$ cat config.mk
export PLATFORM = sky130hd
export DESIGN_NAME = esm_slot_scheduler_flat
export DESIGN_NICKNAME = d
export VERILOG_FILES = /design/src/rtl/esm_slot_scheduler_if.sv /design/src/rtl/esm_slot_scheduler.sv /design/src/flat_wrapper.sv
export SDC_FILE = /design/constraint.sdc
export NUM_CORES = 1
export LEC_CHECK = 0
export CORE_UTILIZATION = 57
export DETAILED_ROUTE_END_ITERATION = 10
export PLACE_DENSITY = 0.78
export SLEW_MARGIN = 20
export SYNTH_ARGS = -nofsm -noshare
export SYNTH_HDL_FRONTEND = slang
export SYNTH_SLANG_ARGS = --single-unit
$ cat constraint.sdc
create_clock -name clk -period 9.7 [get_ports clk]
set_input_delay 1.94 -clock clk [delete_from_list [all_inputs] [get_ports clk]]
set_output_delay 1.94 -clock clk [all_outputs]
set_load 0.005 [all_outputs]
$ cat src/rtl/esm_slot_scheduler_if.sv
// esm_slot_scheduler_if: producer/consumer handshake bundle for the ESM shuffling-buffer slot scheduler
interface esm_slot_scheduler_if #(parameter int BS = 16);
   localparam int IW = $clog2(BS);
   logic          flush;
   logic          alloc_req;
   logic          alloc_gnt;
   logic [IW-1:0] alloc_idx;
   logic          issue_valid;
   logic          issue_ready;
   logic [IW-1:0] issue_idx;
   logic [IW:0]   count;
   logic          full;
   logic          empty;
   modport master (output flush, alloc_req, issue_ready,
                   input alloc_gnt, alloc_idx, issue_valid, issue_idx, count, full, empty);
   modport slave  (input flush, alloc_req, issue_ready,
                   output alloc_gnt, alloc_idx, issue_valid, issue_idx, count, full, empty);
endinterface

$ cat src/rtl/esm_slot_scheduler.sv
// esm_slot_scheduler: lowest-free-slot allocator plus randomized drain order; random pick enabled by ESM_SCHED_RANDOM_EN
module esm_slot_scheduler #(
   parameter int          BS   = 16,
   parameter logic [31:0] SEED = 32'hACE1_2468
) (
   input logic clk,
   input logic rst,
   esm_slot_scheduler_if.slave bus
);
   localparam int IW = $clog2(BS);
   localparam logic [31:0] TAPS = 32'h8020_0003;
   typedef enum logic [1:0] {IDLE, PICK, OFFER} state_t;
   state_t        state_q, state_d;
   logic [BS-1:0] occ_q, occ_d;
   logic [IW:0]   count_q, count_d, seen;
   logic [31:0]   lfsr_q, lfsr_d;
   logic [IW-1:0] sel_q, sel_d, free_idx, kth_idx;
   logic [15:0]   k;
   logic          alloc_hs, issue_hs;
   assign bus.full        = count_q == (IW+1)'(BS);
   assign bus.empty       = count_q == '0;
   assign bus.count       = count_q;
   assign bus.alloc_gnt   = bus.alloc_req & ~bus.full;
   assign bus.alloc_idx   = free_idx;
   assign bus.issue_valid = state_q == OFFER;
   assign bus.issue_idx   = sel_q;
   assign alloc_hs        = bus.alloc_gnt & ~bus.flush;
   assign issue_hs        = bus.issue_valid & bus.issue_ready & ~bus.flush;
`ifdef ESM_SCHED_RANDOM_EN
   assign k = bus.empty ? 16'd0 : lfsr_q[15:0] % 16'(count_q);
`else
   assign k = 16'd0;
`endif
   // free_idx: priority encoder over ~occ; kth_idx: k-th set bit of occ from bit 0
   always_comb begin
      free_idx = '0;
      kth_idx  = '0;
      seen     = '0;
      for (int i = BS - 1; i >= 0; i--) free_idx = occ_q[i] ? free_idx : IW'(i);
      for (int i = 0; i < BS; i++) begin
         kth_idx = (occ_q[i] && 16'(seen) == k) ? IW'(i) : kth_idx;
         seen    = seen + (IW+1)'(occ_q[i]);
      end
   end
   always_comb begin
      lfsr_d  = {1'b0, lfsr_q[31:1]} ^ (lfsr_q[0] ? TAPS : 32'h0);
      occ_d   = occ_q;
      occ_d   = alloc_hs ? (occ_d | (BS'(1) << free_idx)) : occ_d;
      occ_d   = issue_hs ? (occ_d & ~(BS'(1) << sel_q)) : occ_d;
      count_d = count_q + (IW+1)'(alloc_hs) - (IW+1)'(issue_hs);
      sel_d   = state_q == PICK ? kth_idx : sel_q;
      state_d = state_q;
      case (state_q)
         IDLE:    state_d = bus.empty ? IDLE : PICK;
         PICK:    state_d = OFFER;
         default: state_d = issue_hs ? (count_d == '0 ? IDLE : PICK) : OFFER;
      endcase
      occ_d   = bus.flush ? '0 : occ_d;
      count_d = bus.flush ? '0 : count_d;
      state_d = bus.flush ? IDLE : state_d;
   end
   always_ff @(posedge clk or posedge rst)
      if (rst) begin
         state_q <= IDLE;
         occ_q   <= '0;
         count_q <= '0;
         lfsr_q  <= SEED;
         sel_q   <= '0;
      end else begin
         state_q <= state_d;
         occ_q   <= occ_d;
         count_q <= count_d;
         lfsr_q  <= lfsr_d;
         sel_q   <= sel_d;
      end
endmodule

$ cat src/flat_wrapper.sv
// flat-port wrapper written by rule: the top's interface ports become plain ports
module esm_slot_scheduler_flat 
#(
   parameter int          BS   = 16,
   parameter logic [31:0] SEED = 32'hACE1_2468
)
  (clk, rst, bus_flush, bus_alloc_req, bus_issue_ready, bus_alloc_gnt, bus_alloc_idx, bus_issue_valid, bus_issue_idx, bus_count, bus_full, bus_empty);
  esm_slot_scheduler_if #(.BS(BS)) bus_i ();
  input logic clk;
  input logic rst;
  input wire logic [$bits(bus_i.flush)-1:0] bus_flush;
  input wire logic [$bits(bus_i.alloc_req)-1:0] bus_alloc_req;
  input wire logic [$bits(bus_i.issue_ready)-1:0] bus_issue_ready;
  output wire logic [$bits(bus_i.alloc_gnt)-1:0] bus_alloc_gnt;
  output wire logic [$bits(bus_i.alloc_idx)-1:0] bus_alloc_idx;
  output wire logic [$bits(bus_i.issue_valid)-1:0] bus_issue_valid;
  output wire logic [$bits(bus_i.issue_idx)-1:0] bus_issue_idx;
  output wire logic [$bits(bus_i.count)-1:0] bus_count;
  output wire logic [$bits(bus_i.full)-1:0] bus_full;
  output wire logic [$bits(bus_i.empty)-1:0] bus_empty;
  assign bus_i.flush = bus_flush;
  assign bus_i.alloc_req = bus_alloc_req;
  assign bus_i.issue_ready = bus_issue_ready;
  assign bus_alloc_gnt = bus_i.alloc_gnt;
  assign bus_alloc_idx = bus_i.alloc_idx;
  assign bus_issue_valid = bus_i.issue_valid;
  assign bus_issue_idx = bus_i.issue_idx;
  assign bus_count = bus_i.count;
  assign bus_full = bus_i.full;
  assign bus_empty = bus_i.empty;
  esm_slot_scheduler #(.BS(BS), .SEED(SEED)) u_core (.clk(clk), .rst(rst), .bus(bus_i));
endmodule
==> impl_metrics.tcl <==
set metrics [dict create \
    status "completed" \
    setup.worst_path.start "u_core.occ_q[0]" \
    die_width_um 78.3 \
    viasPerCell 6.27 \
    antenna_cells 0 \
    gp_congestion 0.857 \
    max-vdd-ir-drop_v 0.000149 \
    grt_util_met2_pct 47.2 \
    share_of_final_layout_standard_cells_stronger_than_drive_strength_1_pct 4.77 \
    tightest_slew_ns 0.982 \
    drcViolationCount 0 \
    path_max_fanout 8 \
    total_power_w 0.000423 \
    critical_path.most_common_cell "sky130_fd_sc_hd__ha_1" \
    finalCritPeriodShare_pct 68.7 \
    io_buffers 21 \
    final_net_count 461 \
    yosys.cell_types.count 65 \
    cpMaxStageDelayCell "sky130_fd_sc_hd__fa_1" \
    cts_tree "built" \
    fp-row-count 27 \
    ctsRootBufferMaster "sky130_fd_sc_hd__clkbuf_8" \
    first_global_vias 2962 \
    cts_num_sinks 27 \
    synth_sequential_area_ratio_pct 20.4 \
    wire_per_inst_um 15.6 \
    nFillCells 492 \
    syn_avg_cell_area_um2 8.21 \
    use_met3_pct 1.63 \
    initial_utilization_pct 59.5 \
    async_reset_ff_share_pct 100 \
    hold_violations 0 \
    leakagePower_nw 1.57 \
    top_usage_layer "met2" \
    cp.buffers_inverters 0 \
    synth.yosys.warnings 0 \
    synth-edff-count 0 \
    fin_skew_ns 0.00255 \
    htreeDepth 1 \
    grt_first_pass_wirelength_um 13200 \
    cts.repair.resized 0 \
    postRouteWirelength_um 7660 \
    rsz0062_at_grt "no" \
    layout_min_cycle_time_ns 6.67 \
    crit_type "reg2reg" \
    grt_start_max_net_pins 28 \
    critical-path-max-stage-delay_ns 0.53 \
    timing.critical_path.from_type "register" \
    place.detailed.instances 487 \
    hold-path-cell-count 1 \
    path_clk_slew_ns 0.09 \
    max_slew_margin_pct 34.1 \
    cpLargestDelayFamily "adder cells" \
    register_bit_count_reported_by_yosys 27 \
    max_cap_viol_count 0 \
    maxSlewViolCount 0 \
    worst_skew_pair.late_latency_ns 0.27 \
    number_of_antenna_violations_at_the_first_check_in_global_routing 0 \
    final_core_util_pct 64.9 \
    ys_dominant_reg_cell "sky130_fd_sc_hd__dfrtp_1" \
    grt_overflow 0 \
    die_h_um 78.3 \
    cp_data_required_time_ns 9.92 \
    detailroute.via_count 3078 \
    critical_path.cell_chain "fa_1 -> ha_1 -> ha_1 -> ha_1 -> ha_1 -> ha_1 -> ha_1 -> ha_1 -> ha_1 -> ha_1 -> ha_1 -> ha_1 -> ha_1 -> ha_1 -> nor3b_1 -> nand3_1 -> nor2_1 -> a31oi_1 -> and2_1 -> o31ai_2 -> o32a_1" \
    design.portCount 22 \
    drt_first_iter_violations 209 \
    place_hpwl_um 5950 \
    r2r_setup_slack_ns 3.03 \
    cts.hold.buffers_added 0 \
    reg2reg_from "u_core.occ_q[0]" \
    design.die.area_um2 6130 \
    drt_first_pass_iters 4 \
    area_growth_syn_to_layout_pct 9.02 \
    timing.hold.worst.class "reg2reg" \
    drt.antenna.violating_nets 0 \
    hold_path_end "u_core.state_q[0]" \
    final-setup-viol-count 0 \
    synthCells 404 \
    core_area_um2 5570 \
    worst_slack_ns 3.03 \
    post-place-ws_ns 3.07 \
    grt.met1_usage_pct 34.1 \
    p_per_area_nw_per_um2 117 \
    maximum_buffer_depth_of_the_clock_tree 2 \
    worst-r2r-cell-count 21 \
    synth_nets 445 \
    synth.cell_area_um2 3320 \
    finalNonFillerCells 491 \
    tns_ns 0 \
    post_cts_buffers 0 \
    arrival_ns 6.88 \
    cp-end-kind "register" \
    min_from "u_core.state_q[0]" \
    critical_path.reg2reg.endpoint "u_core.bus.issue_idx[2]" \
    grt_use_total_pct 26.3 \
    cts_inserted_buffers 3 \
    fmaxAchievable_mhz 150 \
]
==> how the worst max path moves through the flow <==
stage                     cells past startpoint                      end  slack, ns
after floorplan                              21  u_core.bus.issue_idx[2]       3.49
after global placement                       21  u_core.bus.issue_idx[2]       3.30
after detailed placement                     21  u_core.bus.issue_idx[2]       3.07
after CTS                                    21  u_core.bus.issue_idx[2]       3.05
after global routing                         21  u_core.bus.issue_idx[3]       2.61
final                                        21  u_core.bus.issue_idx[2]       3.03
==> where the power goes <==
group	leakage [nW]	total (W)	internal, W	switching, W
Sequential	0.363	0.000163	0.000132	0.0000307
Combinational	1.18	0.000197	0.000103	0.0000941
Clock	0.0228	0.0000631	0.0000294	0.0000337
==> cells in the mapped netlist (all sizes together) (7+ instances only) <==
library cell,n,area share (%)
nor2,40,4.5
inv,23,2.6
clkbuf,7,0.79
ha,34,13
xnor2,20,5.7
a211oi,16,3.9
o21ai,19,2.9
and2,8,1.5
dfrtp,27,20
nand4,9,1.7
nor2b,9,1.7
xor2,9,2.8
a21oi,24,3.7
and3,7,1.3
nor3,10,1.5
nand2,31,3.5
nand3,27,4.1
==> flip-flops by register name (all words and copies together) (netlist names) <==
signal	count
u_core.occ_q	16
u_core.bus.issue_idx	4
u_core.state_q	2
u_core.bus.count	5
==> layout make-up <==
class / instances / area (um2) / share of cell area, %
Inverter: 23 / 86.3 / 2.39
Clock buffer: 4 / 45.0 / 1.25
Tap cell: 72 / 90.1 / 2.49
Sequential cell: 27 / 676 / 18.7
Timing Repair Buffer: 21 / 210 / 5.81
Multi-Input combinational cell: 344 / 2510 / 69.4
==> metal layers <==
metal  share of wire, %  routed length (um)  vias to the layer above
met4                1.4                 109                        0
li1                   -                   -                     1527
met3                2.6                 202                       14
met2                 49                3770                       63
met5                  0                   0                        -
met1                 47                3580                     1474
==> layout by cell type, fill, tap and decap left out, types with 3 or more instances in the layout <==
cell	n
sky130_fd_sc_hd__o211ai_1	3
sky130_fd_sc_hd__mux2_2	4
sky130_fd_sc_hd__a311oi_1	4
sky130_fd_sc_hd__nor4_1	3
sky130_fd_sc_hd__mux2i_1	3
sky130_fd_sc_hd__a31oi_1	4
sky130_fd_sc_hd__ha_1	34
sky130_fd_sc_hd__nand4_1	9
sky130_fd_sc_hd__clkbuf_8	3
sky130_fd_sc_hd__nor3b_1	3
sky130_fd_sc_hd__nor2b_1	9
sky130_fd_sc_hd__dfrtp_1	27
sky130_fd_sc_hd__a21oi_1	23
sky130_fd_sc_hd__xnor2_1	18
sky130_fd_sc_hd__nor2_1	40
sky130_fd_sc_hd__and3_1	7
sky130_fd_sc_hd__nand2b_1	6
sky130_fd_sc_hd__and2_1	7
sky130_fd_sc_hd__nand3_1	27
sky130_fd_sc_hd__o21ai_0	18
sky130_fd_sc_hd__a21boi_0	4
sky130_fd_sc_hd__o2111ai_1	3
sky130_fd_sc_hd__nor4b_1	3
sky130_fd_sc_hd__clkdlybuf4s50_1	21
sky130_fd_sc_hd__nor3_1	10
sky130_fd_sc_hd__nand2_1	31
sky130_fd_sc_hd__or3_1	3
sky130_fd_sc_hd__inv_1	22
sky130_fd_sc_hd__xnor3_1	4
sky130_fd_sc_hd__a211oi_1	14
sky130_fd_sc_hd__xor2_1	7
==> stage by stage <==
step	hold WS (ns)	instance area [um2]
3_5_place_dp	0.525	3570
2_1_floorplan	0.475	3320
4_1_cts	0.538	3620
6_report	0.538	3620
5_1_grt	0.569	3620
3_3_place_gp	0.527	3570
==> cell families after synthesis <==
group | after synthesis | share of synthesized area, %
compound gates | 100 | 21.2
xor+xnor | 35 | 12.7
fa+ha+maj | 36 | 14.0
buf+inv | 33 | 4.00
flops | 27 | 20.4
mux | 7 | 2.26
simple gates | 166 | 25.4
Power figures use the tool's default switching activity.
